[src/rtl/timer_pkg.sv]
// ---------------------------------------------------------------------------
// timer_pkg
// Shared types and constants for the timer_core counting block.
//   timer_state_e : controller states (IDLE, RUN, PAUSE, ADJUST)
//   VALUE_W       : width of the displayed count
//   STEP_FINE     : ADJUST step with adj_sel = 0
//   STEP_COARSE   : ADJUST step with adj_sel = 1
// ---------------------------------------------------------------------------
package timer_pkg;

   localparam int VALUE_W     = 14;
   localparam int STEP_FINE   = 1;
   localparam int STEP_COARSE = 100;

   typedef enum logic [1:0] {
      IDLE   = 2'd0,
      RUN    = 2'd1,
      PAUSE  = 2'd2,
      ADJUST = 2'd3
   } timer_state_e;

endpackage

[src/rtl/timer_core_if.sv]
// ---------------------------------------------------------------------------
// timer_core_if
// Control and result signals of timer_core.
//   start_stop : pulse, toggles RUN/PAUSE
//   clear      : pulse, forces count to 0 and state to IDLE
//   adj        : level, holds the block in ADJUST
//   adj_sel    : ADJUST step select (0 = fine, 1 = coarse)
//   down       : level, count direction (only with TIMER_CORE_COUNTDOWN_EN)
//   value      : current count
//   running    : high in RUN
//   wrap       : one-cycle pulse on rollover (or countdown done)
// Modports: master drives the controls, slave is the timer itself.
// Optional macro: TIMER_CORE_COUNTDOWN_EN adds the down signal.
// ---------------------------------------------------------------------------
interface timer_core_if;
   import timer_pkg::*;

   logic               start_stop;
   logic               clear;
   logic               adj;
   logic               adj_sel;
`ifdef TIMER_CORE_COUNTDOWN_EN
   logic               down;
`endif
   logic [VALUE_W-1:0] value;
   logic               running;
   logic               wrap;

   modport master (
`ifdef TIMER_CORE_COUNTDOWN_EN
      output down,
`endif
      output start_stop, clear, adj, adj_sel,
      input  value, running, wrap
   );

   modport slave (
`ifdef TIMER_CORE_COUNTDOWN_EN
      input  down,
`endif
      input  start_stop, clear, adj, adj_sel,
      output value, running, wrap
   );

endinterface

[src/rtl/tick_gen.sv]
// ---------------------------------------------------------------------------
// tick_gen
// Prescaler producing a one-cycle tick every DIV enabled cycles.
//   clk  : system clock
//   rst  : synchronous active-high reset (restarts the period)
//   en   : count enable; the count is held while low
//   clr  : restart the period (same effect as rst)
//   tick : high for the last enabled cycle of each period
// ---------------------------------------------------------------------------
module tick_gen #(
   parameter int DIV = 10
) (
   input  logic clk,
   input  logic rst,
   input  logic en,
   input  logic clr,
   output logic tick
);

   localparam int               CNT_W  = (DIV > 1) ? $clog2(DIV) : 1;
   localparam logic [CNT_W-1:0] RELOAD = CNT_W'(DIV - 1);

   logic [CNT_W-1:0] cnt_q;
   logic [CNT_W-1:0] cnt_d;

   // Down-counter: terminal count 0 marks the end of a period.
   always_comb begin
      cnt_d = cnt_q;
      if (clr) begin
         cnt_d = RELOAD;
      end else if (en) begin
         cnt_d = (cnt_q == '0) ? RELOAD : cnt_q - CNT_W'(1);
      end
   end

   assign tick = en && (cnt_q == '0);

   always_ff @(posedge clk) begin
      if (rst) begin
         cnt_q <= RELOAD;
      end else begin
         cnt_q <= cnt_d;
      end
   end

endmodule

[src/rtl/timer_core.sv]
// ---------------------------------------------------------------------------
// timer_core
// Binary count (0..MAX_VALUE) for the 4-digit display, with run/pause,
// clear and a manual adjust mode stepping +1 or +100.
//   clk  : system clock
//   rst  : synchronous active-high reset
//   bus  : timer_core_if.slave (controls in, value/running/wrap out)
// Optional macro: TIMER_CORE_COUNTDOWN_EN enables bus.down (count down;
// RUN stops in PAUSE on reaching 0 with a wrap pulse).
//
// state  | meaning
// IDLE   | after reset/clear, count held, waiting for start
// RUN    | counting on run_tick
// PAUSE  | count and run prescaler phase held
// ADJUST | stepping on adj_tick while adj is high
// ---------------------------------------------------------------------------
module timer_core
   import timer_pkg::*;
#(
   parameter int CLK_HZ    = 50000000,
   parameter int TICK_HZ   = 1,
   parameter int ADJ_HZ    = 4,
   parameter int MAX_VALUE = 9999
) (
   input  logic        clk,
   input  logic        rst,
   timer_core_if.slave bus
);

   localparam int RUN_DIV = CLK_HZ / TICK_HZ;
   localparam int ADJ_DIV = CLK_HZ / ADJ_HZ;

   localparam logic [VALUE_W:0] MAX_W    = (VALUE_W+1)'(MAX_VALUE);
   localparam logic [VALUE_W:0] MOD_W    = (VALUE_W+1)'(MAX_VALUE + 1);
   localparam logic [VALUE_W:0] FINE_W   = (VALUE_W+1)'(STEP_FINE);
   localparam logic [VALUE_W:0] COARSE_W = (VALUE_W+1)'(STEP_COARSE);

   timer_state_e       state_q, state_d;
   logic [VALUE_W-1:0] value_q, value_d;
   logic               running_q, running_d;
   logic               wrap_q, wrap_d;

   logic               run_tick, adj_tick;
   logic               run_clr, adj_clr;
   logic               down_en;
   logic               cd_done;
   logic [VALUE_W:0]   step_amt;
   logic [VALUE_W:0]   sum;

`ifdef TIMER_CORE_COUNTDOWN_EN
   assign down_en = bus.down;
`else
   assign down_en = 1'b0;
`endif

   // Run period restarts only from IDLE so PAUSE resumes mid-period;
   // the adjust period restarts on every entry so the first step is a
   // full period after adj rises.
   assign run_clr = bus.clear || ((state_q == IDLE) && (state_d == RUN));
   assign adj_clr = bus.clear || ((state_q != ADJUST) && (state_d == ADJUST));

   tick_gen #(.DIV(RUN_DIV)) u_run_tick (
      .clk  (clk),
      .rst  (rst),
      .en   (state_q == RUN),
      .clr  (run_clr),
      .tick (run_tick)
   );

   tick_gen #(.DIV(ADJ_DIV)) u_adj_tick (
      .clk  (clk),
      .rst  (rst),
      .en   (state_q == ADJUST),
      .clr  (adj_clr),
      .tick (adj_tick)
   );

   // Countdown in RUN finishes on the tick that lands on (or sits at) 0.
   assign cd_done = down_en && (state_q == RUN) && run_tick &&
                    (value_q <= VALUE_W'(1));

   // State register
   always_ff @(posedge clk) begin
      if (rst) begin
         state_q   <= IDLE;
         value_q   <= '0;
         running_q <= 1'b0;
         wrap_q    <= 1'b0;
      end else begin
         state_q   <= state_d;
         value_q   <= value_d;
         running_q <= running_d;
         wrap_q    <= wrap_d;
      end
   end

   // Next state: clear > adj > start_stop
   always_comb begin
      state_d = state_q;
      if (bus.clear) begin
         state_d = IDLE;
      end else if (bus.adj) begin
         state_d = ADJUST;
      end else begin
         case (state_q)
            IDLE:    if (bus.start_stop) state_d = RUN;
            RUN:     if (bus.start_stop || cd_done) state_d = PAUSE;
            PAUSE:   if (bus.start_stop) state_d = RUN;
            ADJUST:  state_d = PAUSE;
            default: state_d = IDLE;
         endcase
      end
   end

   // Outputs
   always_comb begin
      value_d   = value_q;
      wrap_d    = 1'b0;
      running_d = (state_d == RUN);
      step_amt  = ((state_q == ADJUST) && bus.adj_sel) ? COARSE_W : FINE_W;
      sum       = {1'b0, value_q} + step_amt;

      if (bus.clear) begin
         value_d = '0;
      end else if (((state_q == RUN) && run_tick) ||
                   ((state_q == ADJUST) && adj_tick)) begin
         if (down_en) begin
            if (state_q == RUN) begin
               // Saturate at 0; wrap doubles as the "done" pulse.
               if (value_q != '0) begin
                  value_d = value_q - VALUE_W'(1);
               end
               wrap_d = (value_q == VALUE_W'(1));
            end else if ({1'b0, value_q} < step_amt) begin
               value_d = VALUE_W'({1'b0, value_q} + MOD_W - step_amt);
               wrap_d  = 1'b1;
            end else begin
               value_d = VALUE_W'({1'b0, value_q} - step_amt);
            end
         end else if (sum > MAX_W) begin
            value_d = VALUE_W'(sum - MOD_W);
            wrap_d  = 1'b1;
         end else begin
            value_d = sum[VALUE_W-1:0];
         end
      end
   end

   assign bus.value   = value_q;
   assign bus.running = running_q;
   assign bus.wrap    = wrap_q;

endmodule
[src/flat_wrapper.sv]
// flat-port wrapper written by rule: the top's interface ports become plain ports
module timer_core_flat import timer_pkg::*;
#(
   parameter int CLK_HZ    = 50000000,
   parameter int TICK_HZ   = 1,
   parameter int ADJ_HZ    = 4,
   parameter int MAX_VALUE = 9999
)
  (clk, rst, bus_start_stop, bus_clear, bus_adj, bus_adj_sel, bus_value, bus_running, bus_wrap);
  timer_core_if bus_i ();
  input  logic clk;
  input  logic rst;
  input wire logic [$bits(bus_i.start_stop)-1:0] bus_start_stop;
  input wire logic [$bits(bus_i.clear)-1:0] bus_clear;
  input wire logic [$bits(bus_i.adj)-1:0] bus_adj;
  input wire logic [$bits(bus_i.adj_sel)-1:0] bus_adj_sel;
  output wire logic [$bits(bus_i.value)-1:0] bus_value;
  output wire logic [$bits(bus_i.running)-1:0] bus_running;
  output wire logic [$bits(bus_i.wrap)-1:0] bus_wrap;
  assign bus_i.start_stop = bus_start_stop;
  assign bus_i.clear = bus_clear;
  assign bus_i.adj = bus_adj;
  assign bus_i.adj_sel = bus_adj_sel;
  assign bus_value = bus_i.value;
  assign bus_running = bus_i.running;
  assign bus_wrap = bus_i.wrap;
  timer_core #(.CLK_HZ(CLK_HZ), .TICK_HZ(TICK_HZ), .ADJ_HZ(ADJ_HZ), .MAX_VALUE(MAX_VALUE)) u_core (.clk(clk), .rst(rst), .bus(bus_i));
endmodule
[config.mk]
export PLATFORM = sky130hd
export DESIGN_NAME = timer_core_flat
export DESIGN_NICKNAME = d
export VERILOG_FILES = /design/src/rtl/timer_pkg.sv /design/src/rtl/timer_core_if.sv /design/src/rtl/tick_gen.sv /design/src/rtl/timer_core.sv /design/src/flat_wrapper.sv
export SDC_FILE = /design/constraint.sdc
export NUM_CORES = 1
export LEC_CHECK = 0
export ABC_AREA = 1
export BUFFER_PORTS_ARGS = -buffer_cell sky130_fd_sc_hd__buf_2
export CORE_ASPECT_RATIO = 0.9
export CORE_MARGIN = 8
export CORE_UTILIZATION = 40
export CTS_BUF_LIST = sky130_fd_sc_hd__clkbuf_8 sky130_fd_sc_hd__clkbuf_16
export DETAILED_ROUTE_END_ITERATION = 12
export PLACE_DENSITY = 0.68
export SLEW_MARGIN = 20
export SYNTH_ARGS = -nofsm -noshare
export SYNTH_HDL_FRONTEND = slang
export SYNTH_SLANG_ARGS = --single-unit
[constraint.sdc]
create_clock -name clk -period 2.76 [get_ports clk]
set_input_delay 0.138 -clock clk [delete_from_list [all_inputs] [get_ports clk]]
set_output_delay 0.138 -clock clk [all_outputs]
set_load 0.1 [all_outputs]
# --- Word-level counts from Yosys, hierarchy flattened ---
# Index checks and enable logic that the tools add are counted.
word_totals:
  reg_bits: 68
  inputBits: 6
op_classes:
  addsub: 4
  n_lt_le_gt_ge: 1
  n_eq_ne: 6
  mux: 10
  bitwise: 1
  n_reduce_logical: 18
op_table:
  columns: ["cell", "count"]
  rows:
  - ["$logic_not A26 Y1", 1]
  - ["$mux W26", 1]
  - ["$sub A26 B1 Y26 const B", 1]
  - ["$logic_not A24 Y1", 1]
  - ["$mux W24", 1]
  - ["$sub A24 B1 Y24 const B", 1]
  - ["$add A14 B7 Y15", 1]
  - ["$gt A15 B14 Y1 const B", 1]
  - ["$mux W14", 1]
  - ["$sub A14 B14 Y14 const B", 1]
  - ["$mux W2", 4]
  - ["$reduce_or A2 Y1", 4]
  - ["$logic_and A1 B1 Y1", 7]
  - ["$mux W7", 1]
  - ["$eq A2 B2 Y1 const B", 3]
  - ["$pmux W2 S3", 1]
  - ["$eq A2 B1 Y1 const B", 2]
  - ["$logic_or A1 B1 Y1", 3]
  - ["$reduce_or A3 Y1", 1]
  - ["$logic_not A2 Y1", 1]
  - ["$ne A2 B2 Y1 const B", 1]
  - ["$mux W1", 1]
  - ["$not A1 Y1", 1]

# --- Depth between registers and ports, before layout ---
# Gate-level depths: netlist of the first run.
depth:
  depth_word: 9
  ltp_mapped: 24

# --- By module ---
# Synthesis of the first run repeated with hierarchy kept, for this count alone.
unflattened:
  hier_cells: 691
  area_unflattened_um2: 4508.1
by_module_without_submodules:
  columns: ["module", "instances", "cells_each", "area_per_inst_um2", "seq_area_each_um2"]
  rows:
  - ["timer_core", 1, 271, 1632.8, 360.3]
  - ["tick_gen (u_core.u_run_tick)", 1, 215, 1467.7, 520.5]
  - ["tick_gen (u_core.u_adj_tick)", 1, 205, 1407.6, 480.5]

# --- Worst setup path after synthesis of the first run ---
# OpenSTA, ideal clock, no wires.
synth_timing:
  path_type: "reg-to-reg"
  start: "register u_core.value_q[0], in the netlist u_core.bus.value[0]"
  end: "register u_core.value_q[10], in the netlist u_core.bus.value[10]"
  setup_time_ns: 0.067
  arrival_ns: 2.967
  path_slack_ns: -0.274
  path_stages_with_launch: 19
  path_buffers: 1
  synth_period_minus_slack_ns: 3.034
  cell_sequence: "dfxtp_1 ha_1 ha_1 nand4_1 nand3_1 nand2_1 inv_1 ha_1 nand2_2 nor2_4 nand3_2 nor2_2 nand3_4 nand2_4 buf_6 nand2_2 nand2_1 nand2_1 a21oi_2"
synth_via:
  elab_chain_len: 3
synth_lines:
  columns: ["element", "line_no", "rtl"]
  rows:
  - ["start, declared", "timer_core.sv:39", "logic [VALUE_W-1:0] value_q, value_d;"]
  - ["start signal, assigned", "timer_core.sv:91", "value_q <= value_d;"]
  - ["$add A14 B7 Y15 *", "timer_core.sv:121", "sum = {1'b0, value_q} + step_amt;"]
  - ["$sub A14 B14 Y14 or $gt A15 B14 Y1 (tied branches)", "timer_core.sv:141, timer_core.sv:140", null]
  - ["$mux W14 *", "timer_core.sv:140", "end else if (sum > MAX_W) begin"]
# Mark *: on every way between the ends. The rest lies on a longest branch, timed or not.
# A chain may end at the register's enable or synchronous reset.

# --- Worst setup path in the final report of the first run ---
layout_timing:
  start: "register u_core.state_q[0]"
  end: "register u_core.value_q[12], in the netlist u_core.bus.value[12]"
layout_via:
  elab_chain_len: 6
layout_lines:
  columns: ["element", "line_no", "rtl"]
  rows:
  - ["start, declared", "timer_core.sv:38", "timer_state_e state_q, state_d;"]
  - ["start signal, assigned", "timer_core.sv:90", "state_q <= state_d;"]
  - ["$eq A2 B2 Y1", "timer_core.sv:73, timer_core.sv:120, timer_core.sv:126", null]
  - ["$logic_and A1 B1 Y1", "timer_core.sv:120", "step_amt = ((state_q == ADJUST) && bus.adj_sel) ? COARSE_W : FINE_W;"]
  - ["$mux W7", "timer_core.sv:120", null]
  - ["$add A14 B7 Y15", "timer_core.sv:121", null]
  - ["$sub A14 B14 Y14 or $gt A15 B14 Y1 (tied branches)", "timer_core.sv:141, timer_core.sv:140", null]
  - ["$mux W14", "timer_core.sv:140", null]
# Several ways; a longest one is shown, not always the timed one.

==> flow_summary.rst, run 1 <==
.. list-table::
   :header-rows: 1

   * - Metric
     - Value
   * - CTS sink count
     - between 60 and 70
   * - Largest net degree at the start of global routing
     - 15
   * - NumNets Final
     - a little under 700
   * - Share of power burned in combinational logic
     - under 10%
   * - Synthesized netlist net count
     - 652
   * - Worst-case register-to-register setup slack
     - between 0.2 and 0.25 ns
   * - Tightest Pin Transition
     - ~0.70 ns
   * - TritonCTS clock tree
     - built
   * - NetSw
     - between 0.4 and 0.5 mW
   * - Post-CTS Hold Fix Bufs
     - 0
   * - Number of fill cells in the layout
     - 1013
   * - Startpoint-to-endpoint class of the critical path
     - flop to flop
   * - Global placer's final weighted congestion
     - 0.8860
   * - Initial core utilization
     - 40.87%
   * - Cell count after synthesis
     - between 600 and 700
   * - Maximum achievable frequency
     - around 0.4 GHz
   * - Cell-by-cell listing of the critical path
     - buf_4 -> inv_1 -> nor2_2 -> buf_4 -> inv_1 -> nor3_2 -> nand3_1 -> nor2_1 -> inv_1 -> nor3_2 -> nand4_1 -> o41ai_1 -> nand2_1 -> o21ai_1
   * - Standard-cell rows
     - 35
   * - Post-DR vias/cell
     - slightly above 5
   * - Number of pins with negative max-slew slack in the final report
     - 0
   * - Int Pwr
     - about 1.8 mW
   * - XOR/XNOR share of the synthesized area
     - 4.410%
   * - Reg2Reg Depth
     - 14
   * - Worst slew margin
     - a little over half
   * - Inst Count DP
     - between 700 and 800
   * - Aggregate negative setup slack
     - 0 ns
   * - Post-route non-filler standard cell count
     - just over 800
   * - Startpoint of the lowest-slack hold path
     - rst
   * - DR pass1 iterations
     - 5
   * - Share of cell area taken by muxes after synthesis
     - 0%
   * - Total grt overflow
     - 0
   * - Port-buffer cells
     - 21
   * - Number of vias after detailed routing
     - about 4100
   * - Run status
     - finished clean
   * - Share of cells above drive strength 1
     - 16.76%
   * - Sequential element share of the synthesized area
     - between 30% and 40%
   * - Kind of launch point of the worst setup path
     - flop
   * - Final count of negative-setup-slack endpoints
     - 0
   * - CTS clock-pin slew for the worst setup and hold paths
     - roughly 0.06 ns
   * - Worst vdd ir
     - 0.2168 mV
   * - Synth unique cells
     - a little over 40
   * - Crit-path most repeated cell
     - inv_1
   * - Crit path largest cell delay
     - 0.35 ns
   * - Worst path buffer plus inverter count
     - 5
   * - Placed Area
     - about 4500 sq um
   * - Post-synthesis simple-gate area fraction
     - between 40% and 50%
   * - Clock Tree Buf Depth
     - 2
   * - Clk Tree Root Cell
     - clkbuf_16
   * - Most frequent cells in the layout
     - nand2_1, inv_1, nor2_1
   * - Worst min-delay path class
     - input port to flop
   * - Final critical path time including I/O delays and setup
     - about 2.5 ns
   * - Final instance area
     - approximately 4900 sq um
   * - Worst path required time
     - a little over 3 ns
   * - Min-Delay Path Depth
     - 2
   * - Top delay family on crit path
     - simple AND/OR/NAND/NOR gates
   * - Most frequent standard cell in the layout excluding fill and tap cells
     - nand2_1
   * - Share of synthesized cell area in full adder, half adder and majority cells
     - ~1.8%
   * - Clock network fraction of design power
     - a little over half
   * - Total of max-cap violations
     - 0
   * - Sum of routed wire length over all layers
     - ~11000 um
   * - Number of global-route vias before repair
     - roughly 3800
   * - Part of the total power dissipated in sequential elements
     - between 40% and 50%
   * - Number of DRC violations after detailed routing
     - 0
   * - Combinational family with the most area after synthesis
     - simple AND/OR/NAND/NOR gates
   * - First-pass GRT wire length
     - 17390 um
   * - Avg Synthesized Cell Area
     - ~6.5 sq um
   * - Number of primary I/O pins
     - 22
   * - Synthesis-to-finish area growth
     - 16.62%
   * - Total Power Consumption
     - 2.274 mW
   * - Synth warn
     - 0
   * - Antenna diode count
     - 0
   * - Latest clock arrival within the worst-skew pair
     - ~0.33 ns
   * - Reg-to-Reg Start
     - u_core.state_q[0]
   * - Period utilization
     - 91.13%
   * - Slowest cell on the critical path
     - dfxtp_2
   * - Antenna violations before repair
     - 0
   * - Width of the chip
     - roughly 120 um
   * - WHS
     - about 0.038 ns
   * - All-Layer GR Usage
     - between 10% and 20%
   * - Starting DRT DRC Count
     - between 200 and 300
   * - P_leak
     - 1.978 nW
   * - RR Endpoint
     - u_core.bus.value[12]
   * - Number of CTS-inserted buffers
     - 9
   * - Flip-flop and latch count after synthesis
     - slightly below 70
   * - Routed length per placed instance
     - 13.05 um
   * - Post-DP HPWL
     - ~8000 um
   * - Data arrival, critical path
     - between 2 and 3 ns
   * - Die height
     - ~110 um
   * - RSZ-0062 raised after global routing
     - no
   * - Final hold vios
     - 0
   * - Worst setup margin
     - around 0.24 ns
   * - Worst Clk Skew
     - between 0.01 and 0.015 ns
   * - Area of the mapped netlist
     - 4170 sq um
   * - CORE AREA
     - between 10000 and 15000 sq um
   * - Total Die Area
     - 13950 sq um
   * - Power Density
     - 467.5 nW/um^2
   * - Crit. End Element
     - flop
   * - Share of the synthesized area in compound gates (AO/OA/AOI/OAI)
     - a little under a tenth
   * - Proportion of total power due to net switching
     - a little over a fifth
   * - H-Tree Depth
     - 3
   * - Setup WS pre-CTS
     - 0.1169 ns
   * - Final core utilization
     - around 48%
   * - Number of antenna-violating nets in the routed design
     - 0
   * - Hold Crit Endpoint
     - u_core.bus.running
   * - Maximum net fanout on the critical path
     - 7
-- synthesized netlist by cell type, drive strengths merged --
library cell  instances  area share (%)
inv                  93             8.4
o31ai                 1            0.18
o211ai                3            0.54
or2                   7             1.1
a31oi                 2            0.30
o21ai                34             4.1
xor2                 12             2.5
dfxtp                68              33
xnor2                 9             1.9
nand3b                5            0.90
nor4                 11             1.8
buf                   4            0.72
o41ai                 2            0.42
nand4                16             2.6
a21oi                25             3.1
nor3                 26             3.2
nand2               146              14
nand3                67             9.2
or4                   2            0.36
o22ai                 1            0.15
ha                    6             1.8
a21o                  1            0.18
nor2                 92             8.9
clkbuf                4            0.39
clkinv                2            0.18
a21boi                1            0.18
-- power groups by stage --
stage / Clock [mW] / Combinational, mW / Sequential (mW)
floorplan: 0 / 0.0401 / 1.01
finish: 1.21 / 0.0718 / 0.987
detailed placement: 0 / 0.0706 / 1.01
CTS: 1.24 / 0.0708 / 0.986
global placement: 0 / 0.0693 / 1.01
global route: 1.29 / 0.0786 / 0.987
-- cell type report --
cell class / instances / area (sq um) / area share, %
inverter: 95 / 356.6 / 7.332
timing repair buffer: 32 / 187.7 / 3.859
multi-input combinational: 470 / 2470 / 50.78
clock buffer: 9 / 225.2 / 4.631
clock inverter: 6 / 90.09 / 1.852
tap: 129 / 161.4 / 3.319
sequential: 68 / 1373 / 28.22
-- logic make-up (layout without fill, tap and decap cells) --
group           Yosys count  after routing
flops                    68             68
buf+inv                 103            142
compound gates           70             70
xor+xnor                 21             21
simple gates            372            373
fa+ha+maj                 6              6
-- state kept, by name, indices dropped and copies added (netlist names) --
register and cells:
u_core.bus.value 14, u_core.u_adj_tick.cnt_q 24, u_core.bus.wrap 1, u_core.state_q 2
u_core.u_run_tick.cnt_q 26, u_core.bus.running 1
-- how the worst max path moves through the flow --
| stage | depth (start not counted) | from | slack, ns | endpoint |
|---|---|---|---|---|
| 6_report | 14 | u_core.state_q[0] | 0.24 | u_core.bus.value[12] |
| 5_1_grt | 14 | u_core.state_q[0] | 0.01 | u_core.bus.value[13] |
| 4_1_cts | 20 | u_core.state_q[0] | 0.09 | u_core.bus.value[4] |
| 3_5_place_dp | 20 | u_core.state_q[0] | 0.12 | u_core.bus.value[4] |
| 3_3_place_gp | 14 | u_core.state_q[0] | 0.18 | u_core.bus.value[13] |
| 2_1_floorplan | 15 | u_core.bus.value[8] | 0.03 | u_core.bus.value[13] |
-- timing repair --
item                                    4_1_cts  5_1_grt
endpoints found under the hold margin         0        0
endpoints found under the setup margin        0       13
gates resized for setup                       0       18
setup buffers                                 0        1
-- metal layers --
layer / up-vias / GRT usage, % / share of wire (%)
met1: 1847 / 20.05 / 49
met3: 11 / 3.584 / 4.3
met5: - / 0 / 0
li1: 2150 / - / -
met4: 0 / 5.533 / 1.0
met2: 63 / 23.75 / 46
Note: power is estimated with default switching activity, not from simulation.
==> inputs of run 2 (changes only) <==
--- a/config.mk
+++ b/config.mk
@@ -11,8 +11,8 @@
 export CORE_MARGIN = 8
 export CORE_UTILIZATION = 40
 export CTS_BUF_LIST = sky130_fd_sc_hd__clkbuf_8 sky130_fd_sc_hd__clkbuf_16
+export CTS_CLUSTER_DIAMETER = 120
 export DETAILED_ROUTE_END_ITERATION = 12
-export PLACE_DENSITY = 0.68
 export SLEW_MARGIN = 20
 export SYNTH_ARGS = -nofsm -noshare
 export SYNTH_HDL_FRONTEND = slang
==> constraint.sdc (replaced) <==
create_clock -name clk -period 2.9 [get_ports clk]
set_input_delay 0.145 -clock clk [delete_from_list [all_inputs] [get_ports clk]]
set_output_delay 0.145 -clock clk [all_outputs]
set_load 0.1 [all_outputs]
==> run 2 against run 1 <==
First-iteration DRC count rose by 14%. Register-to-register slack barely moved. Final cell count fell by 0.25%. Critical path depth rose by 6. Highest routed layer unchanged. Worst setup slack improved by 0.014 ns. Maximum frequency fell by 4.8%. Sequential share of layout area rose by 0.21 points.
==> flow_summary.rst, run 2 (same netlist as run 1, synthesis figures left out) <==
.. list-table::
   :header-rows: 1

   * - Metric
     - Value
   * - Die height
     - about 110 um
   * - Port-buffer cells
     - 21
   * - Maximum net fanout on the critical path
     - 14
   * - Worst slew margin
     - about 57%
   * - Most frequent standard cell in the layout excluding fill and tap cells
     - nand2_1
   * - Crit path largest cell delay
     - 0.38 ns
   * - CTS sink count
     - 68
   * - Number of pins with negative max-slew slack in the final report
     - 0
   * - DR pass1 iterations
     - 5
   * - Final critical path time including I/O delays and setup
     - 2.642 ns
   * - Synthesis-to-finish area growth
     - 15.03%
   * - Clk Tree Root Cell
     - clkbuf_16
   * - Worst Clk Skew
     - approximately 0.0084 ns
   * - Number of CTS-inserted buffers
     - 9
   * - Number of DRC violations after detailed routing
     - 0
   * - Worst vdd ir
     - 0.3869 mV
   * - Largest net degree at the start of global routing
     - 15
   * - Antenna diode count
     - 0
   * - Power Density
     - 440.4 nW/um^2
   * - Final instance area
     - around 4800 sq um
   * - Total Die Area
     - between 10000 and 15000 sq um
   * - Share of cells above drive strength 1
     - ~14%
   * - First-pass GRT wire length
     - 17310 um
   * - P_leak
     - between 1.5 and 2 nW
   * - Worst path required time
     - around 3.1 ns
   * - Period utilization
     - 91.09%
   * - TritonCTS clock tree
     - built
   * - Crit. End Element
     - flop
   * - Total grt overflow
     - 0
   * - Number of antenna-violating nets in the routed design
     - 0
   * - Run status
     - finished clean
   * - Number of primary I/O pins
     - 22
   * - Clock Tree Buf Depth
     - 2
   * - CORE AREA
     - 10200 sq um
   * - NumNets Final
     - approximately 690
   * - Number of vias after detailed routing
     - between 4000 and 5000
   * - Worst min-delay path class
     - input port to flop
   * - Routed length per placed instance
     - approximately 13 um
   * - Latest clock arrival within the worst-skew pair
     - 0.33 ns
   * - Number of global-route vias before repair
     - approximately 3700
   * - Antenna violations before repair
     - 0
   * - Most frequent cells in the layout
     - nand2_1, inv_1, nor2_1
   * - Post-DP HPWL
     - just over 8000 um
   * - Tightest Pin Transition
     - approximately 0.64 ns
   * - Register containing the most flip-flops in the final layout
     - u_core.u_run_tick.cnt_q
   * - Startpoint-to-endpoint class of the critical path
     - flop to flop
   * - H-Tree Depth
     - 3
   * - Placed Area
     - 4453 sq um
   * - Final hold vios
     - 0
   * - WHS
     - about 0.14 ns
   * - Global placer's final weighted congestion
     - between 0.8 and 0.9
   * - Initial core utilization
     - about two fifths
   * - Slowest cell on the critical path
     - dfxtp_1
   * - Sum of routed wire length over all layers
     - between 10000 and 15000 um
   * - Standard-cell rows
     - 35
   * - CTS clock-pin slew for the worst setup and hold paths
     - approximately 0.060 ns
   * - Max reg flops
     - 26
   * - Data arrival, critical path
     - roughly 2.9 ns
   * - Post-DR vias/cell
     - about 5.1
   * - Buffers inserted by post-CTS timing repair
     - 0
   * - Final count of negative-setup-slack endpoints
     - 0
   * - Total of max-cap violations
     - 0
   * - Maximum achievable frequency
     - ~0.38 GHz
   * - Width of the chip
     - roughly 120 um
   * - Kind of launch point of the worst setup path
     - flop
   * - All-Layer GR Usage
     - between 10% and 20%
   * - Starting DRT DRC Count
     - around 290
   * - Crit-path most repeated cell
     - nand2_1
   * - Cell-by-cell listing of the critical path
     - nand3_4 -> ha_1 -> ha_1 -> nand4_1 -> nand2_1 -> nand2_1 -> nand2_1 -> inv_1 -> ha_1 -> nand2_2 -> nor2_4 -> nand3_2 -> nor2_2 -> nand3_4 -> nand2_8 -> inv_1 -> nand2_1 -> nand3_1 -> nand2_1 -> inv_1
-- run 2: path summary, 6_finish.rpt --
check                                  start                    endpoint  slack [ns]  cells after the start
hold / removal                     bus_clear          u_core.bus.running        0.14                      4
setup reg to reg           u_core.state_q[0]         u_core.bus.value[4]        0.26                     20
setup / recovery           u_core.state_q[0]         u_core.bus.value[4]        0.26                     20
hold reg to reg   u_core.u_run_tick.cnt_q[0]  u_core.u_run_tick.cnt_q[0]        0.49                      2
-- run 2: critical path, delay by kind of cell (launching register included) --
family	cells	cell delay, ns
buffers and inverters	3	0.17
AND/OR/NAND/NOR	14	1.34
flip-flops	1	0.38
adder cells (fa/ha/maj)	3	0.66
-- run 2: routing by layer --
layer	vias up	GRT usage [%]	routed length, um
met5	-	0	0
met4	0	4.491	141
met3	13	4.579	645
met2	84	22.57	4478
met1	1868	20.98	5235
li1	2160	-	-
-- run 2: what timing repair did --
item / in CTS / in global routing
endpoints found under the hold margin: 1 / 0
setup endpoints to repair: 0 / 8
gates resized for setup: 0 / 6
hold buffers: 1 / 0
-- run 2: per-stage QoR --
step                      worst slack, ns  setup TNS, ns  instances  power [mW]  util (%)
after detailed placement          0.09469              0        790       1.025     43.64
after global routing            -0.004724      -0.008571        807       2.186     47.01
final                              0.2585              0        807       2.113     47.01
after CTS                         0.05198              0        807       2.140     46.70
after floorplan                  0.006426              0        640       1.002         -
after global placement             0.1081              0        790       1.025     43.64
-- run 2: cell type report --
type	count	area [sq um]
Fill cell	1055	5406
Multi-Input combinational cell	469	2439
Sequential cell	68	1364
Inverter	95	356.6
Clock buffer	9	225.2
Timing Repair Buffer	30	175.2
Tap cell	129	161.4
Clock inverter	7	76.32
-- run 2: where the power goes --
| part | switching (mW) | internal [mW] | total (mW) |
|---|---|---|---|
| Clock | 0.437 | 0.669 | 1.11 |
| Combinational | 0.0494 | 0.0179 | 0.0673 |
| Sequential | 0.00214 | 0.937 | 0.939 |
| Total | 0.489 | 1.62 | 2.11 |
